--- config.mk ---
export PLATFORM = sky130hd
export DESIGN_NAME = keypad_matrix_scanner_flat
export DESIGN_NICKNAME = d
export VERILOG_FILES = /design/src/rtl/keypad_matrix_scanner_pkg.sv /design/src/rtl/keypad_matrix_scanner_if.sv /design/src/rtl/keypad_matrix_scanner_evt_fifo.sv /design/src/rtl/keypad_matrix_scanner.sv /design/src/flat_wrapper.sv
export SDC_FILE = /design/constraint.sdc
export NUM_CORES = 1
export LEC_CHECK = 0
export BUFFER_PORTS_ARGS = -buffer_cell sky130_fd_sc_hd__buf_2
export CAP_MARGIN = 20
export CORE_ASPECT_RATIO = 0.75
export CORE_MARGIN = 2
export CORE_UTILIZATION = 63
export CTS_CLUSTER_SIZE = 25
export DETAILED_ROUTE_END_ITERATION = 12
export HOLD_SLACK_MARGIN = 0.15
export PLACE_DENSITY = 0.77
export RECOVER_POWER = 50
export SYNTH_ARGS = -nofsm -noshare
export SYNTH_HDL_FRONTEND = slang
export SYNTH_SLANG_ARGS = --single-unit
--- constraint.sdc ---
create_clock -name clk -period 6.2 [get_ports clk]
set_input_delay 1.55 -clock clk [delete_from_list [all_inputs] [get_ports clk]]
set_output_delay 1.55 -clock clk [all_outputs]
set_load 0.05 [all_outputs]
--- src/rtl/keypad_matrix_scanner_pkg.sv ---
// keypad_pkg: shared FSM state, event record and one-hot helper for the keypad scanner
package keypad_pkg;
    localparam int CODE_MAX_W = 8;
    localparam int MAX_KEYS = 1 << CODE_MAX_W;
    typedef enum logic [1:0] {IDLE, HELD, REPEAT} state_e;
    typedef struct packed {
        logic                  rpt;
        logic [CODE_MAX_W-1:0] code;
    } evt_t;
    function automatic logic is_one_hot(input logic [MAX_KEYS-1:0] v);
        return v != '0 && (v & (v - MAX_KEYS'(1))) == '0;
    endfunction
endpackage

--- src/rtl/keypad_matrix_scanner_if.sv ---
// keypad_matrix_scanner_if: key event stream (master: valid/code/repeat out, ready in; slave: mirror)
interface keypad_matrix_scanner_if #(parameter int CW = 4) ();
    logic          evt_valid;
    logic          evt_ready;
    logic [CW-1:0] evt_code;
    logic          evt_repeat;
    modport master (output evt_valid, evt_code, evt_repeat, input evt_ready);
    modport slave (input evt_valid, evt_code, evt_repeat, output evt_ready);
endinterface

--- src/rtl/keypad_matrix_scanner_evt_fifo.sv ---
// keypad_evt_fifo: sync FIFO (clk, reset, push/din in, ready in, valid/dout out, overflow pulse on dropped push)
module keypad_evt_fifo #(
    parameter int W = 8,
    parameter int DEPTH = 4
) (
    input  logic         clk,
    input  logic         reset,
    input  logic         push,
    input  logic [W-1:0] din,
    input  logic         ready,
    output logic         valid,
    output logic [W-1:0] dout,
    output logic         overflow
);
    localparam int AW = $clog2(DEPTH);
    logic [W-1:0] mem_q [DEPTH];
    logic [W-1:0] mem_d [DEPTH];
    logic [AW:0] wr_q, wr_d, rd_q, rd_d;
    logic ovf_q, ovf_d, full, pop, wr_en;
    always_comb begin
        valid = wr_q != rd_q;
        full = wr_q == {~rd_q[AW], rd_q[AW-1:0]};
        pop = valid && ready;
        wr_en = push && (!full || pop);
        mem_d = mem_q;
        if (wr_en) mem_d[wr_q[AW-1:0]] = din;
        wr_d = wr_q + {{AW{1'b0}}, wr_en};
        rd_d = rd_q + {{AW{1'b0}}, pop};
        ovf_d = push && full && !pop;
        dout = valid ? mem_q[rd_q[AW-1:0]] : '0;
    end
    always_ff @(posedge clk) mem_q <= mem_d;
    always_ff @(posedge clk or posedge reset) begin
        if (reset) begin
            wr_q <= '0;
            rd_q <= '0;
            ovf_q <= 1'b0;
        end else begin
            wr_q <= wr_d;
            rd_q <= rd_d;
            ovf_q <= ovf_d;
        end
    end
    assign overflow = ovf_q;
endmodule

--- src/rtl/keypad_matrix_scanner.sv ---
// keypad_matrix_scanner: column scan, frame debounce, press/repeat FSM, event FIFO (clk, reset, rows in, cols out, evt master, multi_key, overflow)
module keypad_matrix_scanner
    import keypad_pkg::*;
#(
    parameter int N_ROWS = 4,
    parameter int N_COLS = 4,
    parameter int SCAN_TICKS = 50000,
    parameter int DEBOUNCE_FRAMES = 4,
    parameter int REPEAT_DELAY = 500,
    parameter int REPEAT_RATE = 100,
    parameter int FIFO_DEPTH = 4
) (
    input  logic              clk,
    input  logic              reset,
    input  logic [N_ROWS-1:0] rows,
    output logic [N_COLS-1:0] cols,
    keypad_matrix_scanner_if.master evt,
    output logic              multi_key,
    output logic              overflow
);
    localparam int KEYS = N_ROWS * N_COLS;
    localparam int CW = $clog2(KEYS);
    localparam int TW = SCAN_TICKS > 1 ? $clog2(SCAN_TICKS) : 1;
    localparam int CLW = N_COLS > 1 ? $clog2(N_COLS) : 1;
    localparam int SW = $clog2(DEBOUNCE_FRAMES + 1);
    localparam int RW = $clog2((REPEAT_DELAY > REPEAT_RATE ? REPEAT_DELAY : REPEAT_RATE) + 1);
    logic [N_ROWS-1:0] sync1_q, sync1_d, sync2_q, sync2_d;
    logic [TW-1:0] tick_q, tick_d;
    logic [CLW-1:0] col_q, col_d;
    logic [KEYS-1:0] cur_q, cur_d, prev_q, prev_d, deb_q, deb_d;
    logic [SW-1:0] stable_q, stable_d;
    state_e state_q, state_d;
    logic [CW-1:0] key_q, key_d, code;
    logic [RW-1:0] rep_q, rep_d;
    logic push_q, push_d, multi_q, multi_d, sample, frame_end, single;
    evt_t evt_q, evt_d, head;
    always_comb begin
        sync1_d = rows;
        sync2_d = sync1_q;
        sample = tick_q == TW'(SCAN_TICKS - 1);
        frame_end = sample && col_q == CLW'(N_COLS - 1);
        tick_d = sample ? '0 : tick_q + TW'(1);
        col_d = !sample ? col_q : frame_end ? '0 : col_q + CLW'(1);
        cur_d = cur_q;
        for (int r = 0; r < N_ROWS; r++) if (sample) cur_d[r * N_COLS + int'(col_q)] = ~sync2_q[r];
        prev_d = frame_end ? cur_d : prev_q;
        stable_d = !frame_end ? stable_q : cur_d != prev_q ? '0 :
                   stable_q == SW'(DEBOUNCE_FRAMES) ? stable_q : stable_q + SW'(1);
        deb_d = frame_end && stable_d == SW'(DEBOUNCE_FRAMES) ? cur_d : deb_q;
        single = is_one_hot(MAX_KEYS'(deb_d));
        code = '0;
        for (int i = 0; i < KEYS; i++) if (deb_d[i]) code = CW'(i);
        multi_d = frame_end ? deb_d != '0 && !single : multi_q;
        state_d = state_q;
        key_d = key_q;
        rep_d = rep_q;
        push_d = 1'b0;
        evt_d = evt_q;
        if (frame_end) begin
            if (!single) state_d = IDLE;
            else if (state_q == IDLE || code != key_q) begin
                state_d = HELD;
                key_d = code;
                rep_d = '0;
                push_d = 1'b1;
                evt_d.rpt = 1'b0;
                evt_d.code = CODE_MAX_W'(code);
            end else if (state_q == HELD ? REPEAT_RATE != 0 && rep_q == RW'(REPEAT_DELAY - 1)
                                         : rep_q == RW'(REPEAT_RATE - 1)) begin
                state_d = REPEAT;
                rep_d = '0;
                push_d = 1'b1;
                evt_d.rpt = 1'b1;
                evt_d.code = CODE_MAX_W'(key_q);
            end else rep_d = rep_q + RW'(1);
        end
    end
    always_ff @(posedge clk or posedge reset) begin
        if (reset) begin
            sync1_q <= '1;
            sync2_q <= '1;
            tick_q <= '0;
            col_q <= '0;
            cur_q <= '0;
            prev_q <= '0;
            deb_q <= '0;
            stable_q <= '0;
            state_q <= IDLE;
            key_q <= '0;
            rep_q <= '0;
            push_q <= 1'b0;
            evt_q <= '0;
            multi_q <= 1'b0;
        end else begin
            sync1_q <= sync1_d;
            sync2_q <= sync2_d;
            tick_q <= tick_d;
            col_q <= col_d;
            cur_q <= cur_d;
            prev_q <= prev_d;
            deb_q <= deb_d;
            stable_q <= stable_d;
            state_q <= state_d;
            key_q <= key_d;
            rep_q <= rep_d;
            push_q <= push_d;
            evt_q <= evt_d;
            multi_q <= multi_d;
        end
    end
    keypad_evt_fifo #(.W($bits(evt_t)), .DEPTH(FIFO_DEPTH)) u_fifo (
        .clk(clk),
        .reset(reset),
        .push(push_q),
        .din(evt_q),
        .ready(evt.evt_ready),
        .valid(evt.evt_valid),
        .dout(head),
        .overflow(overflow)
    );
    assign cols = ~(N_COLS'(1) << col_q);
    assign evt.evt_code = head.code[CW-1:0];
    assign evt.evt_repeat = head.rpt;
    assign multi_key = multi_q;
endmodule

--- src/flat_wrapper.sv ---
// flat-port wrapper written by rule: the top's interface ports become plain ports
module keypad_matrix_scanner_flat import keypad_pkg::*;
#(
    parameter int N_ROWS = 4,
    parameter int N_COLS = 4,
    parameter int SCAN_TICKS = 50000,
    parameter int DEBOUNCE_FRAMES = 4,
    parameter int REPEAT_DELAY = 500,
    parameter int REPEAT_RATE = 100,
    parameter int FIFO_DEPTH = 4
)
  (clk, reset, rows, cols, multi_key, overflow, evt_evt_valid, evt_evt_code, evt_evt_repeat, evt_evt_ready);
  keypad_matrix_scanner_if #(.CW(4)) evt_i ();
  input  logic clk;
  input  logic reset;
  input  logic [N_ROWS-1:0] rows;
  output logic [N_COLS-1:0] cols;
  output logic multi_key;
  output logic overflow;
  output wire logic [$bits(evt_i.evt_valid)-1:0] evt_evt_valid;
  output wire logic [$bits(evt_i.evt_code)-1:0] evt_evt_code;
  output wire logic [$bits(evt_i.evt_repeat)-1:0] evt_evt_repeat;
  input wire logic [$bits(evt_i.evt_ready)-1:0] evt_evt_ready;
  assign evt_evt_valid = evt_i.evt_valid;
  assign evt_evt_code = evt_i.evt_code;
  assign evt_evt_repeat = evt_i.evt_repeat;
  assign evt_i.evt_ready = evt_evt_ready;
  keypad_matrix_scanner #(.N_ROWS(N_ROWS), .N_COLS(N_COLS), .SCAN_TICKS(SCAN_TICKS), .DEBOUNCE_FRAMES(DEBOUNCE_FRAMES), .REPEAT_DELAY(REPEAT_DELAY), .REPEAT_RATE(REPEAT_RATE), .FIFO_DEPTH(FIFO_DEPTH)) u_core (.clk(clk), .reset(reset), .rows(rows), .cols(cols), .evt(evt_i), .multi_key(multi_key), .overflow(overflow));
endmodule
==> results of run 1 <==
==> flip-flops by register name (all words and copies together), names as in the netlist, 2 cells and up <==
signal and cells:
u_core.u_fifo.rd_q 3, u_core.evt_q 5, u_core.sync1_q 4, u_core.cur_q 16, u_core.state_q 2, u_core.prev_q 16, u_core.col_q 2, u_core.u_fifo.wr_q 3
u_core.sync2_q 4, u_core.stable_q 3, u_core.key_q 4, u_core.deb_q 16, u_core.rep_q 9, u_core.tick_q 16, u_core.u_fifo.mem_q 20
==> worst min path at each step <==
stage | startpoint | end | slack [ns]
after floorplan | u_core.sync1_q[0] | u_core.sync2_q[0] | 0.35
after global placement | u_core.sync1_q[0] | u_core.sync2_q[0] | 0.35
after detailed placement | u_core.sync1_q[3] | u_core.sync2_q[3] | 0.35
after CTS | u_core.sync1_q[2] | u_core.sync2_q[2] | 0.35
after global routing | u_core.sync1_q[2] | u_core.sync2_q[2] | 0.36
final | u_core.sync1_q[3] | u_core.sync2_q[3] | 0.35
==> critical path: cells and delay by family (launching register included) <==
kind            cells  cell delay, ns
simple gates        7            3.51
mux                 1            0.34
flops               1            0.43
compound gates      3            0.91
==> layout make-up <==
class,instances,area [um2],share of cell area (%)
Sequential cell,126,3260,42.7
Multi-Input combinational cell,507,3330,43.6
Tap cell,140,175,2.29
Clock buffer,17,425,5.57
Timing Repair Buffer,24,124,1.62
Inverter,42,159,2.08
Clock inverter,15,161,2.11
==> metal layers <==
metal	global-route usage, %	vias up
li1	-	2601
met5	0	-
met4	12.2	0
met2	48.4	269
met1	44.7	2769
met3	7.65	43
==> power groups by stage <==
stage	clock network, mW	registers, mW	logic, mW
final	0.996	0.884	0.0774
after global routing	1.05	0.888	0.0872
after CTS	1.01	0.884	0.0799
after detailed placement	0	0.899	0.0793
after global placement	0	0.897	0.0757
after floorplan	0	0.875	0.0824
==> cells by family (layout without fill, tap and decap cells) <==
group                    Yosys count  after routing  share of synthesized area, %
AND/OR/NAND/NOR                  254            254                          19.1
AO/OA/AOI/OAI                    174            174                          16.7
flip-flops                       126            126                          47.3
buffers and inverters             73             98                          4.32
multiplexers                      33             33                          6.08
XOR/XNOR                          32             32                          4.07
adder cells (fa/ha/maj)           14             14                          2.47
==> cells in the final DEF, fill, tap and decap left out, drive strengths merged, types with 11 or more instances in the layout <==
cell	count
a21oi	33
buf	20
clkbuf	21
dfrtp	98
edfxtp	20
ha	12
inv	45
mux2	21
nand2	65
nand2b	20
nand3	22
nand4	12
nor2	52
nor2b	11
nor3	18
nor4	13
o21ai	55
xnor2	14
xor2	18
==> results.yml, run 1 <==
pwr:
  clkPwrFrac_pct: 50.9
  powerDensity_nw_per_um2: 256
  leakagePower_nw: 3.44
  cellInternalPower_mw: 1.48
  p_comb_share_pct: 4.0
  peakVddDrop_mv: 0.204
  power.total_mw: 1.96
  switchingPower_mw: 0.473
  switching_share_pct: 24.2
  pwr-share-seq_pct: 45.2
critical_path:
  setup.worst_path.class: "flip-flop to flip-flop"
  r2r_slack_ns: 0.87
  r2r_end: "u_core.key_q[3]"
  critPathSlowestCell: "or4b_1"
  cp-end-kind: "flip-flop"
  worst_path_largest_cell_delay_ns: 0.70
  endpoint: "u_core.key_q[3]"
  reg2reg_from: "u_core.tick_q[4]"
  crit_path_start: "u_core.tick_q[4]"
  crit_arrival_ns: 5.63
  critPathRequiredTime_ns: 6.50
  r2r_cells: 11
  crit_path_start_kind: "flip-flop"
  path_max_fanout: 15
  worstPathCellList: "or4b_1, nor4_4, nand2_1, nor3_1, nand3_1, a2111oi_0, o22ai_1, nand2b_1, nor2_1, o21ai_1, mux2_2"
logic_synthesis:
  ys_top_cells_by_count: "98 x dfrtp_1, 65 x nand2_1, 52 x nor2_1"
  ys_seq_area_share_pct: 47.3
  synth.distinct_cells: 76
  synth_top_cell_by_area: "dfrtp_1"
  synth-seq-cells: 126
  synthFlopType: "dfrtp_1"
  yosys_warnings: 0
  synthCells: 706
  synth_area_leaders: "dfrtp_1 36%, edfxtp_1 8.7%, o21ai_0 3.6%"
  yosysMostFrequentCell: "dfrtp_1"
  synth_top_area_share_pct: 35.6
  netlist_area_um2: 6890
  async_reset_ff_share_pct: 84.1
  synth_edf_count: 20
  avgSynthCellArea_um2: 9.76
  synth_nets: 725
detailed_routing:
  drc: 0
  vias: 5682
  wire_per_inst_um: 19.9
  met3_length_um: 1400
  drt-total-wl_um: 17300
  dr.pass1.iters: 5
  ant_nets: 0
  wl_met2_um: 7670
  drtIter0Drc: 606
  viasPerCell: 6.52
  highest_layer: "met4"
  m1WireLength_um: 7880
worst_hold_path:
  min_path_cells: 0
  min-delay-path-class: "flip-flop to flip-flop"
sta:
  tns_ns: 0
  fin_crit_sh_pct: 85.9
  finalWorstSetupSlack_ns: 0.874
  setup_viol: 0
  period_needed_ns: 5.33
  max_slew_margin_pct: -16.7
  holdWs_ns: 0.352
  finClkSkew_ns: 0.00872
  slew_viol_final: 109
  hold_viol: 0
  max_freq_mhz: 188
  worstMarginPinSlew_ns: 1.74
  rsz0062_at_grt: "no"
global_routing:
  grt_max_degree: 67
  grt-ovfl-total: 0
  first_global_vias: 5428
  grt_pass1_wl_um: 29000
  antenna_found_initial: 0
  grt.total_usage_pct: 31.8
place:
  dpl.cell_count: 839
  place_congestion: 1.04
  dpl_cell_area_um2: 7070
  portBuffers: 18
  dp_hpwl_um: 12200
  pre_cts_slack_ns: 1.06
die:
  fp.dieW_um: 125
  ioPinCount: 19
  row_count: 33
  dieHeight_um: 94.6
  die_area_um2: 11800
  fp.coreArea_um2: 10800
  start_util_pct: 64.0
final_layout:
  n_antenna_cell: 0
  fillers: 790
  final_cells: 871
  nNetsFinal: 737
  drive_gt1_share_pct: 13.3
  fin_area_um2: 7640
  postLayoutCoreUtil_pct: 70.9
  area_delta_synth_final_pct: 10.8
clocking:
  clk_latency_ns: 0.42
  numCtsBuffers: 17
  cts_setup_buffers: 0
  cts_max_path_buffers: 2
  cts.clk_slew.worst_paths_ns: 0.06
  cts.sinks: 126
  cts-root-buf: "clkbuf_16"
  cts_resized: 0
  cts.htree.levels: 4
  hold_buffers: 0
  cts_tree: "built"
outcome:
  violations: "capacitance limit, slew limit"
  status: "finished with violations"
flow_run:
  drv_cap: 2
(Power assumes the default switching activity.)
==> run 2: changes to the inputs <==
Settings changed: CORE_UTILIZATION 63 to 64, PLACE_DENSITY 0.77 to 0.78, SYNTH_HIERARCHICAL set to 1.
==> results.yml, run 2 <==
clocking:
  cts_resized: 0
  cts.htree.levels: 4
  numCtsBuffers: 17
  cts_tree: "built"
  cts-root-buf: "clkbuf_16"
  hold_buffers: 0
  cts_setup_buffers: 0
  cts.sinks: 126
  cts_max_path_buffers: 2
  clk_latency_ns: 0.42
  cts.clk_slew.worst_paths_ns: 0.06
critical_path:
  crit_family: "simple AND/OR/NAND/NOR gates"
  crit_top_cell: "mux2i_1"
  worstPathCellList: "or4b_1, or4_1, mux2i_1, xnor2_1, nor4_4, and4_1, mux2i_1, a211oi_1, o21ai_1, o21ai_2, mux2_1"
  worst_path_largest_cell_delay_ns: 0.97
  path_max_fanout: 26
  crit_buf_inv: 0
  setup.worst_path.class: "flip-flop to flip-flop"
  critPathRequiredTime_ns: 6.49
  crit_path_start_kind: "flip-flop"
  cp-end-kind: "flip-flop"
  crit_arrival_ns: 5.82
  critPathSlowestCell: "and4_1"
place:
  portBuffers: 18
  place_congestion: 0.996
  dpl.cell_count: 905
  dp_hpwl_um: 14600
  dpl_cell_area_um2: 7560
pwr:
  pwr-share-seq_pct: 44.3
  powerDensity_nw_per_um2: 249
  clkPwrFrac_pct: 47.3
  switchingPower_mw: 0.545
  leakagePower_nw: 3.48
  peakVddDrop_mv: 0.182
  cellInternalPower_mw: 1.46
  p_comb_share_pct: 8.4
  switching_share_pct: 27.1
logic_synthesis:
  yosys_warnings: 6
  avgSynthCellArea_um2: 9.56
  synth_nets: 793
  netlist_area_um2: 7400
  synthCells: 774
die:
  ioPinCount: 19
  fp.dieW_um: 128
  row_count: 33
  die_area_um2: 12400
  start_util_pct: 66.6
  dieHeight_um: 97.1
  fp.coreArea_um2: 11100
detailed_routing:
  drc: 0
  drtIter0Drc: 980
  vias: 6295
  dr.pass1.iters: 5
  viasPerCell: 6.72
  drt-total-wl_um: 20400
  ant_nets: 0
  wire_per_inst_um: 21.7
final_layout:
  drive_gt1_share_pct: 12.7
  multi_input_area_um2: 3750
  largest_register: "u_core/u_fifo/mem_q"
  final_cells: 937
  nNetsFinal: 803
  layout_commonest_cell: "dfrtp_1"
  layout_common_cells: "98 x dfrtp_1, 79 x nand2_1, 58 x nor2_1"
  seq_area_um2: 3260
  largest_register_ffs: 20
  area_delta_synth_final_pct: 9.13
  n_antenna_cell: 0
  fin_area_um2: 8080
  fillers: 789
global_routing:
  grt_pass1_wl_um: 32500
  grt_max_degree: 62
  first_global_vias: 5918
  antenna_found_initial: 0
  grt-ovfl-total: 0
  grt.total_usage_pct: 34.3
sta:
  slew_viol_final: 108
  tns_ns: 0
  setup_viol: 0
  fin_crit_sh_pct: 89.2
  finClkSkew_ns: 0.00895
  max_slew_margin_pct: -32.9
  hold_viol: 0
  rsz0062_at_grt: "no"
  max_freq_mhz: 181
  worstMarginPinSlew_ns: 1.94
  period_needed_ns: 5.53
outcome:
  violations: "capacitance limit, slew limit"
  status: "finished with violations"
worst_hold_path:
  min-delay-path-class: "flip-flop to flip-flop"
flow_run:
  drv_cap: 3
## run 2: path summary, 6_finish.rpt
check	from	endpoint	slack (ns)	cells past startpoint
max	u_core/tick_q[4]	u_core/key_q[3]	0.67	11
min	u_core/sync1_q[3]	u_core/sync2_q[3]	0.36	0
max reg2reg	u_core/tick_q[4]	u_core/key_q[3]	0.67	11
min reg2reg	u_core/sync1_q[3]	u_core/sync2_q[3]	0.36	0
max in group asynchronous	reset	u_core/prev_q[12]	2.44	3
min in group asynchronous	reset	u_core/u_fifo/overflow	1.06	2
## run 2: per-layer routing
metal	global-route usage, %	vias up	wire [um]
met4	9.55	0	326
met5	0	-	0
li1	-	2818	-
met1	50.9	3037	8800
met2	48.5	398	8760
met3	10.7	42	2480
## run 2: area by class of cell
class	count	area share [%]
clock buffer	17	5.27
clock inverter	15	1.70
inverter	47	2.20
multi-input combinational	565	46.5
sequential	126	40.4
tap	140	2.17
timing repair buffer	27	1.78
## run 2: power by group through the flow
stage                     Sequential [mW]  Combinational (mW)  Clock (mW)
final                               0.890               0.168       0.950
after global routing                0.893               0.181        1.00
after CTS                           0.891               0.174       0.962
after detailed placement            0.905               0.173           0
after global placement              0.905               0.168           0
after floorplan                     0.881               0.166           0
## run 2: worst reg2reg max path, delay by kind of cell (launching register included)
kind,cells,cell delay [ns]
xor gates and xnor gates,1,0.20
AOI/OAI and AO/OA,3,0.89
and+or+nand+nor,4,2.67
DFF,1,0.42
muxes,3,1.21
## run 2: stage by stage
step                      hold WS (ns)  worst slack [ns]  power [mW]  utilization [%]
final                            0.356             0.668        2.01             72.7
after global routing             0.357             0.469        2.07             72.7
after CTS                        0.357             0.901        2.03             73.2
after detailed placement         0.347             0.986        1.08             68.1
after global placement           0.347              1.16        1.07             68.1
after floorplan                  0.345              2.04        1.05                -
==> run 3: changes to the inputs <==
Settings changed: ABC_CLOCK_PERIOD_IN_PS set to 6950, CORE_UTILIZATION 64 to 65, PLACE_DENSITY 0.78 to 0.79.
Clock period 6.2 ns to 6.95 ns, I/O delays scaled along.
==> results.yml, run 3 (synthesized netlist as in run 2, its figures left out) <==
outcome:
  status: "finished with violations"
  violations: "capacitance limit, slew limit"
global_routing:
  antenna_found_initial: 0
  first_global_vias: 6053
  grt.total_usage_pct: 36.3
  grt-ovfl-total: 0
  grt_max_degree: 52
  grt_pass1_wl_um: 33300
final_layout:
  final_cells: 936
  fin_area_um2: 8150
  nNetsFinal: 802
  largest_register: "u_core/u_fifo/mem_q"
  layout_common_cells: "98 x dfrtp_1, 79 x nand2_1, 58 x nor2_1"
  n_antenna_cell: 0
  area_delta_synth_final_pct: 10.1
  multi_input_area_um2: 3770
  layout_commonest_cell: "dfrtp_1"
  largest_register_ffs: 20
  drive_gt1_share_pct: 12.8
  seq_area_um2: 3260
  fillers: 759
clocking:
  cts_tree: "built"
  cts-root-buf: "clkbuf_16"
  cts.htree.levels: 4
  cts.clk_slew.worst_paths_ns: 0.06
  hold_buffers: 0
  clk_latency_ns: 0.42
  cts_resized: 0
  cts_setup_buffers: 0
  cts_max_path_buffers: 2
  numCtsBuffers: 17
  cts.sinks: 126
sta:
  rsz0062_at_grt: "no"
  holdWs_ns: 0.352
  slew_viol_final: 58
  worstMarginPinSlew_ns: 2.14
  tns_ns: 0
  fin_crit_sh_pct: 75.6
  setup_viol: 0
  max_slew_margin_pct: -43.2
  max_freq_mhz: 190
  period_needed_ns: 5.26
  finClkSkew_ns: 0.00764
  hold_viol: 0
detailed_routing:
  ant_nets: 0
  dr.pass1.iters: 6
  vias: 6391
  viasPerCell: 6.83
  drc: 0
  drt-total-wl_um: 21300
  wire_per_inst_um: 22.8
  drtIter0Drc: 1002
die:
  fp.dieW_um: 127
  fp.coreArea_um2: 11000
  start_util_pct: 67.1
  dieHeight_um: 96.4
  row_count: 33
  ioPinCount: 19
  die_area_um2: 12300
pwr:
  leakagePower_nw: 3.52
  peakVddDrop_mv: 0.179
  powerDensity_nw_per_um2: 230
  power.total_mw: 1.88
critical_path:
  setup.worst_path.class: "flip-flop to flip-flop"
  crit_arrival_ns: 5.55
  crit_path_start: "u_core/tick_q[4]"
  worstPathCellList: "or4b_1, nor4_2, clkbuf_1, nand2_1, o32ai_1, and3b_1, and4_1, buf_16, mux2i_1, a211o_1, nand4_1, a21bo_4, mux2_4"
  critPathSlowestCell: "or4b_1"
  reg2reg_from: "u_core/tick_q[4]"
  path_max_fanout: 23
  cp-end-kind: "flip-flop"
  worst_path_largest_cell_delay_ns: 0.71
  critPathRequiredTime_ns: 7.25
  crit_path_start_kind: "flip-flop"
worst_hold_path:
  hold_start: "u_core/sync1_q[1]"
  min-delay-path-class: "flip-flop to flip-flop"
flow_run:
  drv_cap: 2
place:
  dpl_cell_area_um2: 7550
  dp_hpwl_um: 15300
  place_congestion: 1.02
  portBuffers: 18
  dpl.cell_count: 903
[run 3: cell count changes in the layout (fill, tap and decap cells not counted), sizes merged]
cell | before | now
clkinvlp | 6 | 3
clkinv | 4 | 7
clkbuf | 23 | 24
inv | 51 | 46
bufinv | 1 | 4
[run 3: worst max-delay path, delay by kind of cell (launching register included)]
| kind | cells | cell delay, ns |
|---|---|---|
| compound gates | 3 | 0.93 |
| mux | 2 | 0.63 |
| buf+inv | 2 | 0.80 |
| flops | 1 | 0.44 |
| simple gates | 6 | 2.32 |
[run 3: metrics by stage]
step                setup WS (ns)  utilization [%]
floorplan                    2.64                -
global placement             2.06             68.5
detailed placement           1.79             68.5
CTS                          1.77             74.0
global route                 1.42             73.9
finish                       1.69             73.9
[run 3: path summary, 6_finish.rpt]
kind                                    endpoint  slack, ns  cells after the start
setup / recovery                 u_core/evt_q[2]       1.69                     13
setup reg to reg                 u_core/evt_q[2]       1.69                     13
hold / removal                 u_core/sync2_q[1]       0.35                      0
hold reg to reg                u_core/sync2_q[1]       0.35                      0
max in group asynchronous     u_core/stable_q[0]       3.51                      3
min in group asynchronous  u_core/u_fifo/wr_q[0]       1.31                      2
[run 3: routing by layer]
layer	track usage, %	routed length [um]	vias to the layer above	share of wire, %
li1	-	-	2807	-
met1	52.6	9140	3052	43
met2	50.9	8800	474	41
met3	11.4	2780	58	13
met4	15.0	625	0	2.9
met5	0	0	-	0
[run 3: layout make-up]
type | instances | area share (%)
inverters | 47 | 2.18
repair buffers | 26 | 1.92
clock inverters | 13 | 2.12
multi-input cells | 565 | 46.3
well taps | 140 | 2.15
flip-flops and latches | 126 | 40.0
clock buffers | 19 | 5.31
[run 3: report_power, final]
part / total, mW / leakage, nW / internal, mW / switching (mW)
Combinational: 0.155 / 1.66 / 0.0489 / 0.106
Sequential: 0.794 / 1.57 / 0.762 / 0.0323
Clock: 0.927 / 0.294 / 0.595 / 0.332
